`src/rtl/pwm_audio_pkg.sv`:
```
// pwm_audio_pkg: mode encoding and default dimensions shared by the
// multichannel audio DAC and its per-channel modulator.
package pwm_audio_pkg;
    localparam logic MODE_PWM     = 1'b0;
    localparam logic MODE_DSM     = 1'b1;
    localparam int   DEF_WIDTH    = 12;
    localparam int   DEF_CHANNELS = 2;
    localparam int   DEF_PERIOD   = 4095;
endpackage

```
`src/rtl/pwm_audio_ch.sv`:
```
// pwm_audio_ch: one DAC channel, PWM compare against the frame counter or a
// first-order delta-sigma accumulator whose carry is the output bit.
module pwm_audio_ch import pwm_audio_pkg::*; #(
    parameter int WIDTH = DEF_WIDTH
) (
    input  logic             clk,
    input  logic             rst,
    input  logic             clr_i,
    input  logic             dsm_i,
    input  logic [WIDTH-1:0] cnt_i,
    input  logic [WIDTH-1:0] level_i,
    output logic             pwm_o
);
    logic [WIDTH:0] acc_q, acc_d;
    logic           pwm_q, pwm_d;

    always_comb begin
        acc_d = clr_i ? '0 : {1'b0, acc_q[WIDTH-1:0]} + {1'b0, level_i};
        pwm_d = cnt_i < level_i;
    end

    always_ff @(posedge clk or posedge rst) begin
        if (rst) begin
            acc_q <= '0;
            pwm_q <= 1'b0;
        end else begin
            acc_q <= acc_d;
            pwm_q <= pwm_d;
        end
    end

    // Both sources are register bits, so the output stays glitch-free per mode.
    assign pwm_o = dsm_i ? acc_q[WIDTH] : pwm_q;
endmodule

```
`src/rtl/pwm_audio_mc.sv`:
```
// pwm_audio_mc: multichannel PWM / delta-sigma audio DAC with a frame counter,
// double-buffered sample frames, frame tick and sticky underrun flag.
module pwm_audio_mc import pwm_audio_pkg::*; #(
    parameter int WIDTH    = DEF_WIDTH,
    parameter int CHANNELS = DEF_CHANNELS,
    parameter int PERIOD   = DEF_PERIOD
) (
    input  logic                      clk,
    input  logic                      rst,
    input  logic                      s_valid,
    output logic                      s_ready,
    input  logic [CHANNELS*WIDTH-1:0] s_data,
    input  logic                      mode,
    output logic [CHANNELS-1:0]       pwm,
    output logic                      frame_tick,
    output logic                      underrun
);
    localparam logic [WIDTH-1:0] LAST = WIDTH'(PERIOD - 1);
    localparam logic [WIDTH-1:0] MID  = {1'b1, {(WIDTH-1){1'b0}}};

    logic [WIDTH-1:0]          cnt_q, cnt_d;
    logic [CHANNELS*WIDTH-1:0] pend_q, pend_d, act_q, act_d;
    logic                      pend_full_q, pend_full_d;
    logic                      mode_act_q, mode_act_d;
    logic                      tick_q, tick_d, under_q, under_d;
    logic                      boundary, accept, load, clr;

    always_comb begin
        boundary    = cnt_q == LAST;
        accept      = s_valid & ~pend_full_q;
        load        = boundary & pend_full_q;
        clr         = load & (mode != mode_act_q);
        cnt_d       = boundary ? '0 : cnt_q + 1'b1;
        pend_d      = accept ? s_data : pend_q;
        // A frame accepted on an empty boundary only fills pending; no bypass.
        pend_full_d = accept | (pend_full_q & ~boundary);
        act_d       = load ? pend_q : act_q;
        mode_act_d  = load ? mode : mode_act_q;
        tick_d      = boundary;
        under_d     = under_q | (boundary & ~pend_full_q);
    end

    always_ff @(posedge clk or posedge rst) begin
        if (rst) begin
            cnt_q       <= '0;
            pend_q      <= '0;
            pend_full_q <= 1'b0;
            act_q       <= {CHANNELS{MID}};
            mode_act_q  <= MODE_PWM;
            tick_q      <= 1'b0;
            under_q     <= 1'b0;
        end else begin
            cnt_q       <= cnt_d;
            pend_q      <= pend_d;
            pend_full_q <= pend_full_d;
            act_q       <= act_d;
            mode_act_q  <= mode_act_d;
            tick_q      <= tick_d;
            under_q     <= under_d;
        end
    end

    assign s_ready    = ~pend_full_q;
    assign frame_tick = tick_q;
    assign underrun   = under_q;

    for (genvar c = 0; c < CHANNELS; c++) begin : g_ch
        pwm_audio_ch #(.WIDTH(WIDTH)) u_ch (
            .clk     (clk),
            .rst     (rst),
            .clr_i   (clr),
            .dsm_i   (mode_act_q == MODE_DSM),
            .cnt_i   (cnt_q),
            .level_i (act_q[c*WIDTH +: WIDTH]),
            .pwm_o   (pwm[c])
        );
    end
endmodule
```
`config.mk`:
```
export PLATFORM = sky130hd
export DESIGN_NAME = pwm_audio_mc
export DESIGN_NICKNAME = d
export VERILOG_FILES = /design/src/rtl/pwm_audio_pkg.sv /design/src/rtl/pwm_audio_ch.sv /design/src/rtl/pwm_audio_mc.sv
export SDC_FILE = /design/constraint.sdc
export NUM_CORES = 1
export LEC_CHECK = 0
export BUFFER_PORTS_ARGS = -buffer_cell sky130_fd_sc_hd__buf_2
export CORE_AREA = 2 2 73 126
export CTS_CLUSTER_DIAMETER = 40
export DETAILED_ROUTE_END_ITERATION = 8
export DIE_AREA = 0 0 75 128
export GPL_TIMING_DRIVEN = 0
export PLACE_DENSITY_LB_ADDON = 0.15
export SLEW_MARGIN = 20
export SYNTH_ARGS = -nofsm -noshare
export SYNTH_HDL_FRONTEND = slang
export SYNTH_HIERARCHICAL = 1
export SYNTH_SLANG_ARGS = --single-unit
export TNS_END_PERCENT = 100
```
`constraint.sdc`:
```
create_clock -name clk -period 3.4 [get_ports clk]
set_clock_uncertainty 0.05 [all_clocks]
set_input_delay 0.68 -clock clk [delete_from_list [all_inputs] [get_ports clk]]
set_output_delay 0.68 -clock clk [all_outputs]
set_load 0.02 [all_outputs]
```
==> key figures <==
STA
  • Fmax: around 0.35 GHz
  • Relative slew slack: between 50% and 60%
  • Final setup fails: 0
  • TNS Setup: 0 ns
  • Period minus WS final: between 2 and 3 ns
  • Tcrit/Tclk final: between 80% and 90%
  • Slew @ Worst Pin: roughly 0.66 ns
  • RSZ-0062 raised after global routing: no
  • Final hold violations: 0
  • Pins over their slew limit: 0
  • Hold WS: slightly below 0.2 ns

Worst setup path
  • CP Max Fanout: 12
  • WS Path Type: reg2reg
  • Reg-to-reg setup timing slack: between 0.5 and 0.6 ns
  • Critical path arrival: approximately 3 ns
  • Element type at the critical path start: flop
  • Origin of the critical flop-to-flop path: cnt_q[0]
  • Worst Setup SP: cnt_q[0]
  • Worst Path Required: 3.57 ns
  • Crit end category: flop
  • Cells on worst reg2reg path: 8
  • FF-to-FF End: g_ch[0].u_ch/acc_q[12]

Power
  • Pwr dens: approximately 360 mW/mm²
  • Pleak: 2.69 nW
  • Peak supply drop: between 0.0003 and 0.0004 V
  • Tot Pwr: around 0.0021 W

Synth
  • Yosys top cell area share: roughly 44%
  • Mapped Cells: approximately 450
  • Flops & latches, synth: 92
  • Synthesis Warnings: 6
  • Number of flops mapped to enable cells by yosys: 0
  • Post-synthesis sequential area ratio: a little under half
  • Post-Syn Area: ~0.0051 mm²
  • Cell taking the most area after synthesis: dfrtp_1
  • Syn Nets: about 530
  • Synth top area cells: dfrtp_1, ha_1, mux2_2
  • FFs w/ async S/R, synth: 100%
  • Main synth FF type: dfrtp_1
  • Unique masters post-synth: 52
  • Syn Area/Cell: 11.3 µm²

Global route
  • First-pass GRT wire length: ~18 mm
  • Total congestion overflow: 0
  • Initial antenna violation count: 0
  • Number of global-route vias before repair: approximately 3800
  • Largest net degree at the start of global routing: 59
  • Total global-route track usage: between 20 and 30%

CTS
  • Root Buffer: clkbuf_16
  • # hold bufs at CTS: 0
  • # clock sinks: 92
  • CTS buffer count: 9
  • Worst-path clk slew: about 0.060 ns
  • TritonCTS clock tree: built
  • CTS Buffer Depth: 2
  • Clk_lat worst skew: roughly 0.34 ns
  • CTS H-tree lvls: 3

Layout
  • Final instance area: 0.00570 mm²
  • Area Growth Syn to Fin: 11.9%
  • Antenna diodes: 0
  • Nets: ~570
  • Layout cells sized above 1: roughly a quarter
  • Filler cells: between 700 and 800

Run status
  • Status: completed

Placement
  • DP HPWL: 8.09 mm
  • RePlAce Congestion: approximately 0.89
  • Port buffer count: 32
  • Area after DPL: around 0.0054 mm²

Floorplanning
  • Initial core utilization: 59.2%
  • Die span in x: between 70 and 80 µm
  • Core Region: between 0.008 and 0.009 mm²
  • Die area: about 0.0096 mm²
  • Die Ht: about 130 µm
  • Rows: 45
  • IO Pins: 33

Detailed routing
  • WL per Instance: about 17 µm
  • Via density: about 5.8
  • First DRT Iteration DRCs: approximately 250
  • Vias: 3542
  • First-pass DRT Iterations: 5
  • DRC violations left: 0
  • ANT nets after route: 0
  • Final wirelength: around 11 mm

Worst hold path
  • Worst Hold Class: in2async

Flow run
  • Max cap viols: 0
[repair_timing]
action                                  in CTS  in global routing
endpoints found under the setup margin       0                  1
buffers inserted                             0                  0
resized for setup                            0                  1
[sequential cells by signal, summed over array words and instances, names as in the netlist]
signal           count
g_ch.u_ch/acc_q     26
act_q               24
pend_q              24
cnt_q               12
g_ch.u_ch/pwm_q      2
frame_tick           1
mode_act_q           1
pend_full_q          1
underrun             1
[worst max path at each step]
| stage | endpoint | slack (ns) | cells after the start |
|---|---|---|---|
| floorplan | g_ch[0].u_ch/acc_q[12] | 1.06 | 8 |
| detailed placement | g_ch[0].u_ch/acc_q[12] | 0.26 | 8 |
| global route | g_ch[0].u_ch/acc_q[12] | 0.24 | 8 |
| global placement | pend_q[18] | 0.33 | 2 |
| finish | g_ch[0].u_ch/acc_q[12] | 0.52 | 8 |
| CTS | g_ch[0].u_ch/acc_q[12] | 0.25 | 8 |
[cell usage after synthesis, types with 3 or more instances]
cell / count
dfrtp_1: 90
mux2_2: 52
ha_1: 48
inv_1: 37
nor2_1: 33
a21oi_1: 18
nand2_1: 14
nand3_1: 14
xnor2_1: 12
nor2b_1: 11
o21ai_0: 10
a211oi_1: 7
a21o_1: 7
o21a_1: 6
nor3_1: 5
a211o_1: 4
and3_1: 4
buf_2: 4
buf_6: 4
clkbuf_1: 4
nand4_1: 4
o211ai_1: 4
mux2_1: 3
o21bai_1: 3
o31a_1: 3
or3_1: 3
[cells by family (layout without fill, tap and decap cells)]
group	Yosys count	in the layout	synth area share, %
flops	92	92	45.2
xor+xnor	14	14	2.40
mux	56	56	12.3
compound gates	88	88	12.8
buf+inv	49	97	4.29
simple gates	102	102	10.4
fa+ha+maj	50	50	12.6
[area by class of cell]
cell class / instances / area [µm²] / share of cell area [%]
Buffer: 12 / 80.1 / 1.40
Timing Repair Buffer: 33 / 188 / 3.29
Multi-Input combinational cell: 310 / 2580 / 45.3
Tap cell: 117 / 146 / 2.57
Sequential cell: 92 / 2300 / 40.4
Clock buffer: 10 / 229 / 4.01
Clock inverter: 5 / 30.0 / 0.527
Inverter: 37 / 141 / 2.48
[layer usage]
metal	global-route usage [%]	share of wire (%)	up-vias	routed length, µm
li1	-	-	1708	-
met1	28.3	39	1750	4080
met2	44.6	55	60	5840
met3	3.77	2.2	24	233
met4	12.7	3.8	0	405
met5	0	0	-	0
[where the power goes]
group | internal (W) | total [W] | switching [W]
registers | 0.00111 | 0.00112 | 0.00000767
logic | 0.0000254 | 0.0000559 | 0.0000305
clock network | 0.000487 | 0.000894 | 0.000407
total | 0.00162 | 0.00207 | 0.000445
[placed cells by master (no fill, tap or decap), drive strengths merged, types with 11 or more instances in the layout]
cell type,synthesis,routed
nand2,14,14
ha,48,48
nor2b,11,11
xnor2,12,12
buf,8,41
mux2,55,55
inv,37,37
nor2,33,33
dfrtp,90,90
clkbuf,4,14
nand3,14,14
a21oi,20,20
[metrics by stage]
stage | instances | worst slack (ns) | utilization [%]
2_1_floorplan | 451 | 1.06 | -
3_3_place_gp | 600 | 0.328 | 62.7
3_5_place_dp | 601 | 0.260 | 63.1
4_1_cts | 616 | 0.248 | 66.1
5_1_grt | 616 | 0.241 | 66.2
6_report | 616 | 0.517 | 66.2
[worst max-delay path, stage by stage, from the launching register on]
cell,delay (ns)
dfrtp_1,0.47
inv_1,0.09
ha_1,0.16
nand4_1,0.22
nor4_4,0.47
and3_1,0.59
clkbuf_1,0.47
nor2_1,0.11
o31a_1,0.13
Power figures use the tool's default switching activity.
